**src/rtl/mem_port_arbiter.sv**
```systemverilog
// Two-requester arbiter for the shared delay/impulse memory port.
// Port A (audio datapath) has priority; port B gets a slot after FAIR_LIMIT consecutive A grants.
module mem_port_arbiter #(
    parameter int ADDR_W     = 16,
    parameter int DATA_W     = 16,
    parameter int FAIR_LIMIT = 8
) (
    input  logic              clk,
    input  logic              rst_n,
    input  logic [15:0]       impulses,
    input  logic              a_req,
    input  logic              a_we,
    input  logic [ADDR_W-1:0] a_addr,
    input  logic [DATA_W-1:0] a_wdata,
    output logic              a_gnt,
    output logic              a_rvalid,
    input  logic              b_req,
    input  logic              b_we,
    input  logic [ADDR_W-1:0] b_addr,
    input  logic [DATA_W-1:0] b_wdata,
    output logic              b_gnt,
    output logic              b_rvalid,
    output logic              b_err,
    output logic              b_err_sticky,
    output logic              mem_en,
    output logic              mem_we,
    output logic [ADDR_W-1:0] mem_addr,
    output logic [DATA_W-1:0] mem_wdata,
    input  logic              mem_ready,
    input  logic [DATA_W-1:0] mem_rdata
);

    localparam int CMP_W = (ADDR_W > 16) ? ADDR_W : 16;

    typedef enum logic {
        ST_IDLE  = 1'b0,
        ST_ISSUE = 1'b1
    } state_t;

    state_t            r_state;
    logic              r_mem_en;
    logic              r_mem_we;
    logic [ADDR_W-1:0] r_mem_addr;
    logic [DATA_W-1:0] r_mem_wdata;
    logic              r_owner_b;
    logic              r_a_rvalid;
    logic              r_b_rvalid;
    logic              r_b_err;
    logic              r_b_err_sticky;
    logic [7:0]        r_starve;

    logic              w_can_accept;
    logic              w_pick_b;
    logic              w_a_gnt;
    logic              w_b_gnt;
    logic              w_b_illegal;
    logic              w_b_reject;
    logic              w_rd_accept;
    logic [CMP_W-1:0]  w_b_addr_x;
    logic [CMP_W-1:0]  w_imp_x;

    always_comb begin
        w_b_addr_x   = CMP_W'(b_addr);
        w_imp_x      = CMP_W'(impulses);
        w_b_illegal  = b_we && (w_b_addr_x >= w_imp_x);
        w_can_accept = (r_state == ST_IDLE) || mem_ready;
        w_pick_b     = b_req && ((r_starve == 8'(FAIR_LIMIT)) || !a_req);
        w_b_gnt      = rst_n && w_can_accept && w_pick_b;
        w_a_gnt      = rst_n && w_can_accept && a_req && !w_pick_b;
        w_b_reject   = w_b_gnt && w_b_illegal;
        w_rd_accept  = r_mem_en && !r_mem_we && mem_ready;
    end

    always_ff @(posedge clk) begin
        if (!rst_n) begin
            r_state        <= ST_IDLE;
            r_mem_en       <= 1'b0;
            r_mem_we       <= 1'b0;
            r_mem_addr     <= '0;
            r_mem_wdata    <= '0;
            r_owner_b      <= 1'b0;
            r_a_rvalid     <= 1'b0;
            r_b_rvalid     <= 1'b0;
            r_b_err        <= 1'b0;
            r_b_err_sticky <= 1'b0;
            r_starve       <= '0;
        end else begin
            // Read ownership was latched at issue, so a stalled accept still routes correctly
            r_a_rvalid <= w_rd_accept && !r_owner_b;
            r_b_rvalid <= w_rd_accept && r_owner_b;
            r_b_err    <= w_b_reject;
            if (w_b_reject) begin
                r_b_err_sticky <= 1'b1;
            end

            case (r_state)
                ST_IDLE, ST_ISSUE: begin
                    if (w_can_accept) begin
                        if (w_a_gnt) begin
                            r_state     <= ST_ISSUE;
                            r_mem_en    <= 1'b1;
                            r_mem_we    <= a_we;
                            r_mem_addr  <= a_addr;
                            r_mem_wdata <= a_wdata;
                            r_owner_b   <= 1'b0;
                        end else if (w_b_gnt && !w_b_illegal) begin
                            r_state     <= ST_ISSUE;
                            r_mem_en    <= 1'b1;
                            r_mem_we    <= b_we;
                            r_mem_addr  <= b_addr;
                            r_mem_wdata <= b_wdata;
                            r_owner_b   <= 1'b1;
                        end else begin
                            r_state  <= ST_IDLE;
                            r_mem_en <= 1'b0;
                        end
                    end
                end
                default: begin
                    r_state  <= ST_IDLE;
                    r_mem_en <= 1'b0;
                end
            endcase

            if (!b_req || w_b_gnt) begin
                r_starve <= '0;
            end else if (w_a_gnt && (r_starve != 8'(FAIR_LIMIT))) begin
                r_starve <= r_starve + 8'd1;
            end
        end
    end

    assign a_gnt        = w_a_gnt;
    assign b_gnt        = w_b_gnt;
    assign a_rvalid     = r_a_rvalid;
    assign b_rvalid     = r_b_rvalid;
    assign b_err        = r_b_err;
    assign b_err_sticky = r_b_err_sticky;
    assign mem_en       = r_mem_en;
    assign mem_we       = r_mem_we;
    assign mem_addr     = r_mem_addr;
    assign mem_wdata    = r_mem_wdata;

    // Read data goes straight to both sinks; rvalid qualifies it.
    logic w_unused_rdata;
    assign w_unused_rdata = ^mem_rdata;

endmodule

```
**config.mk**
```make
export PLATFORM = sky130hd
export DESIGN_NAME = mem_port_arbiter
export DESIGN_NICKNAME = d
export VERILOG_FILES = /design/src/rtl/mem_port_arbiter.sv
export SDC_FILE = /design/constraint.sdc
export NUM_CORES = 1
export LEC_CHECK = 0
export BUFFER_PORTS_ARGS = -buffer_cell sky130_fd_sc_hd__buf_4
export CAP_MARGIN = 15
export CORE_ASPECT_RATIO = 1.4
export CORE_UTILIZATION = 45
export DETAILED_ROUTE_END_ITERATION = 6
export PLACE_DENSITY = 0.91
export SYNTH_ARGS = -nofsm -noshare
export SYNTH_HDL_FRONTEND = slang
export SYNTH_SLANG_ARGS = --single-unit
```
**constraint.sdc**
```tcl
create_clock -name clk -period 3.6 [get_ports clk]
set_input_delay 0.72 -clock clk [delete_from_list [all_inputs] [get_ports clk]]
set_output_delay 0.72 -clock clk [all_outputs]
set_load 0.02 [all_outputs]
```
# Yosys cells after proc, flatten, opt, wreduce, memory -nomap -nowiden
# Cells that the tools add are included.
# word_totals
register_bits,47
latch_bits,0
ramBits,0
romBits,0
input_bits,103
output_inout_bits,40
word_cells,51
memories,0
# classes
addsub,1
n_mul,0
div_mod_pow,0
magnitude_cmp,1
n_eq_ne,2
shifts,0
mux,10
n_bitwise,2
n_reduce_logical,25
# op_table
operator,n
16-bit 2-to-1 mux,4
16-bit greater-or-equal comparator,1
1-bit logical AND,13
8-bit by 1-bit adder with 8-bit output (second input constant),1
8-bit by 4-bit equality test with 1-bit output (second input constant),1
8-bit by 4-bit != test with 1-bit output (second input constant),1
1-bit logical NOT,6
1-bit 2-to-1 mux,6
1-bit logical OR,3
1-bit inverter,2
2-bit AND reduction,1
2-bit nonzero test,1
2-bit OR reduction,1

# Logic depth before layout (Yosys ltp)
# logic_depth
depth_word,7
mapped_depth,10
depth_no_buf,8

# Worst setup path after synthesis
# No wires, ideal clock.
# synth_path
kind,input-to-reg
startpoint,input impulses[15]
endpoint,"register r_mem_addr[10], in the netlist mem_addr[10]"
setup_time_ns,0.119
t_arrival_ns,2.881
t_required_ns,3.481
path_slack_ns,0.600
stages,10
n_path_buf,2
path_cell_list,inv_1 -> ha_1 -> nand4_1 -> or3_1 -> or4_4 -> a31oi_4 -> nor2b_1 -> buf_2 -> buf_6 -> o221a_1
# synth_via
elab_chain_len,6
# synth_lines
item,line,rtl
"start, declared",10,"input logic [15:0] impulses,"
16-bit greater-or-equal comparator,65,w_b_illegal = b_we && (w_b_addr_x >= w_imp_x);
1-bit logical AND,65,
1-bit logical NOT,106,end else if (w_b_gnt && !w_b_illegal) begin
1-bit logical AND,106,
2-bit nonzero test (no source line),--,
2-bit AND reduction (no source line),--,
"end signal, assigned",103,r_mem_addr <= a_addr;
"end signal, assigned",110,r_mem_addr <= b_addr;
"end, declared",43,logic [ADDR_W-1:0] r_mem_addr;
# No other way between the ends.
# A chain may end at the register's enable or synchronous reset.

# Worst setup path after layout
# layout_path
startpoint,input b_addr[15]
endpoint,"register r_mem_addr[7], in the netlist mem_addr[7]"
# layout_via
elab_chain_len,6
# layout_lines
item,line,rtl
"start, declared",19,"input logic [ADDR_W-1:0] b_addr,"
16-bit greater-or-equal comparator,65,
1-bit logical AND,65,
1-bit logical NOT,106,
1-bit logical AND,106,
2-bit nonzero test (no source line),--,
2-bit AND reduction (no source line),--,
# No other way between the ends.

==> qor.yml <==
placement:
  pre_cts_ws_ns: 0.275
  place_hpwl_um: 5340
  gp_congestion: 0.800
  port_buffers: 126
cells_and_area:
  multiInputGateArea_um2: 1520
  n_antenna_cell: 0
  synthToLayoutAreaGrowth_pct: 40.1
  seqCellArea_um2: 941
  final_core_util_pct: 66.0
  fill_cells: 452
  layout-drive-gt1-share_pct: 37.0
  nNetsFinal: 515
timing:
  setup_viol: 0
  fin_setup_tns_ns: 0
  setup_ws_ns: 0.576
  rsz0062_at_grt: "no"
  tightest_slew_ns: 1.01
  maxSlewHeadroom_pct: 32.3
  skew_ns: 0.00327
  max_freq_ghz: 0.331
  period_needed_ns: 3.02
  period_share_pct: 84.0
  slew_viol_final: 0
  final-hold-violation-count: 0
detailed_routing:
  viasPerCell: 5.46
  drt-wirelength-per-cell_um: 14.8
  wl_um: 6830
  drc: 0
  vias: 2529
  firstDrtPassIters: 4
  ant_nets: 0
  drtIter0Drc: 149
worst_setup_path:
  timing.rr.end: "mem_addr[13]"
  r2r-start: "r_starve[0]"
  r2r_slack_ns: 0.87
  cp-endpoint: "mem_addr[7]"
  crit_start: "b_addr[15]"
  worst-setup-path-type: "in -> reg"
  crit_path_max_fanout: 23
  crit_arrival_ns: 3.21
  rr_worst_depth: 8
  worstSetupEndpointType: "register"
  cp.required_ns: 3.78
  crit_path_start_kind: "input pin"
die:
  dieArea_um2: 6140
  core_area_um2: 5570
  io_pins: 143
  num_rows: 32
  die_w_um: 66.5
  start_util_pct: 47.1
  die_height_um: 92.3
clock_network:
  cts_tree: "built"
  cts_buffers: 5
  insertion_delay_ns: 0.29
  htreeDepth: 2
  postCtsHoldBufs: 0
  cts_resized: 0
  clk_transition_reported_paths_ns: 0.08
  post_cts_buffers: 0
  root_buffer: "clkbuf_8"
  cts_buffer_depth: 2
  clock_sinks: 47
logic_synthesis:
  synthTopCellsByCount: "dfxtp_1 (47), nand2_1 (40), mux2i_1 (33)"
  synth_top_cell_area_share_pct: 35.9
  yosys_most_used_dff: "dfxtp_1"
  synth_top_area_cell: "dfxtp_1"
  ys_seq_area_share_pct: 35.9
  synth_edf_count: 0
  synth_area_leaders: "dfxtp_1 (36%), mux2i_1 (13%), o221a_1 (12%)"
  synth_cells: 275
  synth.most_common_cell: "dfxtp_1"
  synth_warnings: 0
  synth_area_um2: 2620
  ys_ff_latch: 47
  yosysUniqueCellTypes: 36
  syn_nets: 396
  async_flop_share_pct: 0
  avgSynthCellArea_um2: 9.53
pwr:
  swShare_pct: 29.3
  seqPwrFrac_pct: 46.4
  clockPowerShare_pct: 24.1
  p_comb_share_pct: 29.5
  leakagePower_uw: 0.00180
  p_per_area_nw_per_um2: 340
  internal_power_uw: 883
  switchingPower_uw: 366
  peakVddDrop_mv: 0.155
global_route:
  antenna_found_initial: 0
  grt_max_degree: 41
  grt_pass1_vias: 2506
  overflow: 0
  track_usage_pct: 23.3
  grt_pass1_wl_um: 11100
run_status:
  status: "finished clean"
min_path:
  hold_class: "reg -> reg"
job:
  maxCapViolations: 0
-- worst max-delay path, cell delays in order --
cell	delay, ns
buf_4	0.12
ha_1	0.31
nand4_1	0.14
or3_1	0.45
or4_4	0.59
a31oi_4	0.22
nor2b_2	0.14
buf_4	0.24
o221a_1	0.27
-- through the flow --
step	cell area [µm²]	power, µW	cells	hold slack [ns]
3_5_place_dp	3590	965	455	0.454
6_report	3670	1250	463	0.474
3_3_place_gp	3590	950	455	0.429
5_1_grt	3670	1310	463	0.510
2_1_floorplan	2620	796	275	0.415
4_1_cts	3670	1260	463	0.466
-- cell families after synthesis --
family,after synthesis,share of synthesized area [%]
AND/OR/NAND/NOR,77,13.6
AO/OA/AOI/OAI,55,20.3
flip-flops,47,35.9
buffers and inverters,38,6.63
multiplexers,33,12.6
adder cells (fa/ha/maj),18,8.59
XOR/XNOR,7,2.34
-- per-layer routing --
layer / vias to the layer above / global-route usage (%) / share of wire, %
li1: 1238 / - / -
met1: 1180 / 23.4 / 36
met2: 97 / 44.8 / 56
met3: 14 / 4.56 / 5.8
met4: 0 / 9.40 / 2.6
met5: - / 0 / 0
-- power groups by stage --
stage,clock network (µW),registers (µW),logic [µW]
2_1_floorplan,0,634,162
3_3_place_gp,0,590,360
3_5_place_dp,0,592,373
4_1_cts,308,580,373
5_1_grt,327,585,400
6_report,301,580,369
-- final cells by class --
| class | count | share of cell area, % |
|---|---|---|
| multi-input combinational | 190 | 41.2 |
| timing repair buffer | 130 | 26.6 |
| sequential | 47 | 25.6 |
| tap | 68 | 2.32 |
| clock buffer | 7 | 2.08 |
| inverter | 20 | 2.04 |
| clock inverter | 1 | 0.136 |
-- registers in the layout, summed over array words and instances, names as in the netlist --
register and flops:
r_starve 8, mem_en 1, a_rvalid 1, mem_addr 16
mem_we 1, b_err_sticky 1, b_rvalid 1, r_owner_b 1
b_err 1, mem_wdata 16
-- worst min-delay path by stage --
| stage | from | to | slack [ns] | cells after the start |
|---|---|---|---|---|
| floorplan | r_owner_b | a_rvalid | 0.41 | 1 |
| global placement | r_owner_b | a_rvalid | 0.43 | 1 |
| detailed placement | r_owner_b | a_rvalid | 0.45 | 1 |
| CTS | r_owner_b | a_rvalid | 0.47 | 1 |
| global route | r_owner_b | a_rvalid | 0.51 | 1 |
| finish | r_owner_b | a_rvalid | 0.47 | 1 |
-- placed cells by master, fill, tap and decap left out --
cell type / n
nor2_1: 12
nand2b_1: 2
inv_1: 20
and3_1: 2
a21oi_1: 7
o211a_1: 1
clkbuf_1: 2
or3_1: 1
o21ai_0: 2
o2111a_1: 1
o21a_1: 6
buf_4: 130
nor3_2: 1
nor3_1: 1
and4_1: 1
a211oi_1: 1
nand3b_1: 1
nor4b_1: 1
a31oi_1: 1
nor3b_1: 2
clkinv_2: 1
nand2_1: 40
nor2b_1: 1
nand4_1: 3
nand3_1: 5
mux2i_1: 33
or4_4: 1
nor2b_2: 1
dfxtp_1: 47
o221a_2: 5
ha_1: 18
a2111oi_0: 2
a31oi_4: 1
o22a_1: 1
xor2_1: 5
or3_2: 1
xnor2_1: 2
clkbuf_8: 5
and2_1: 1
o221a_1: 27
Note: power is estimated with default switching activity, not from simulation.
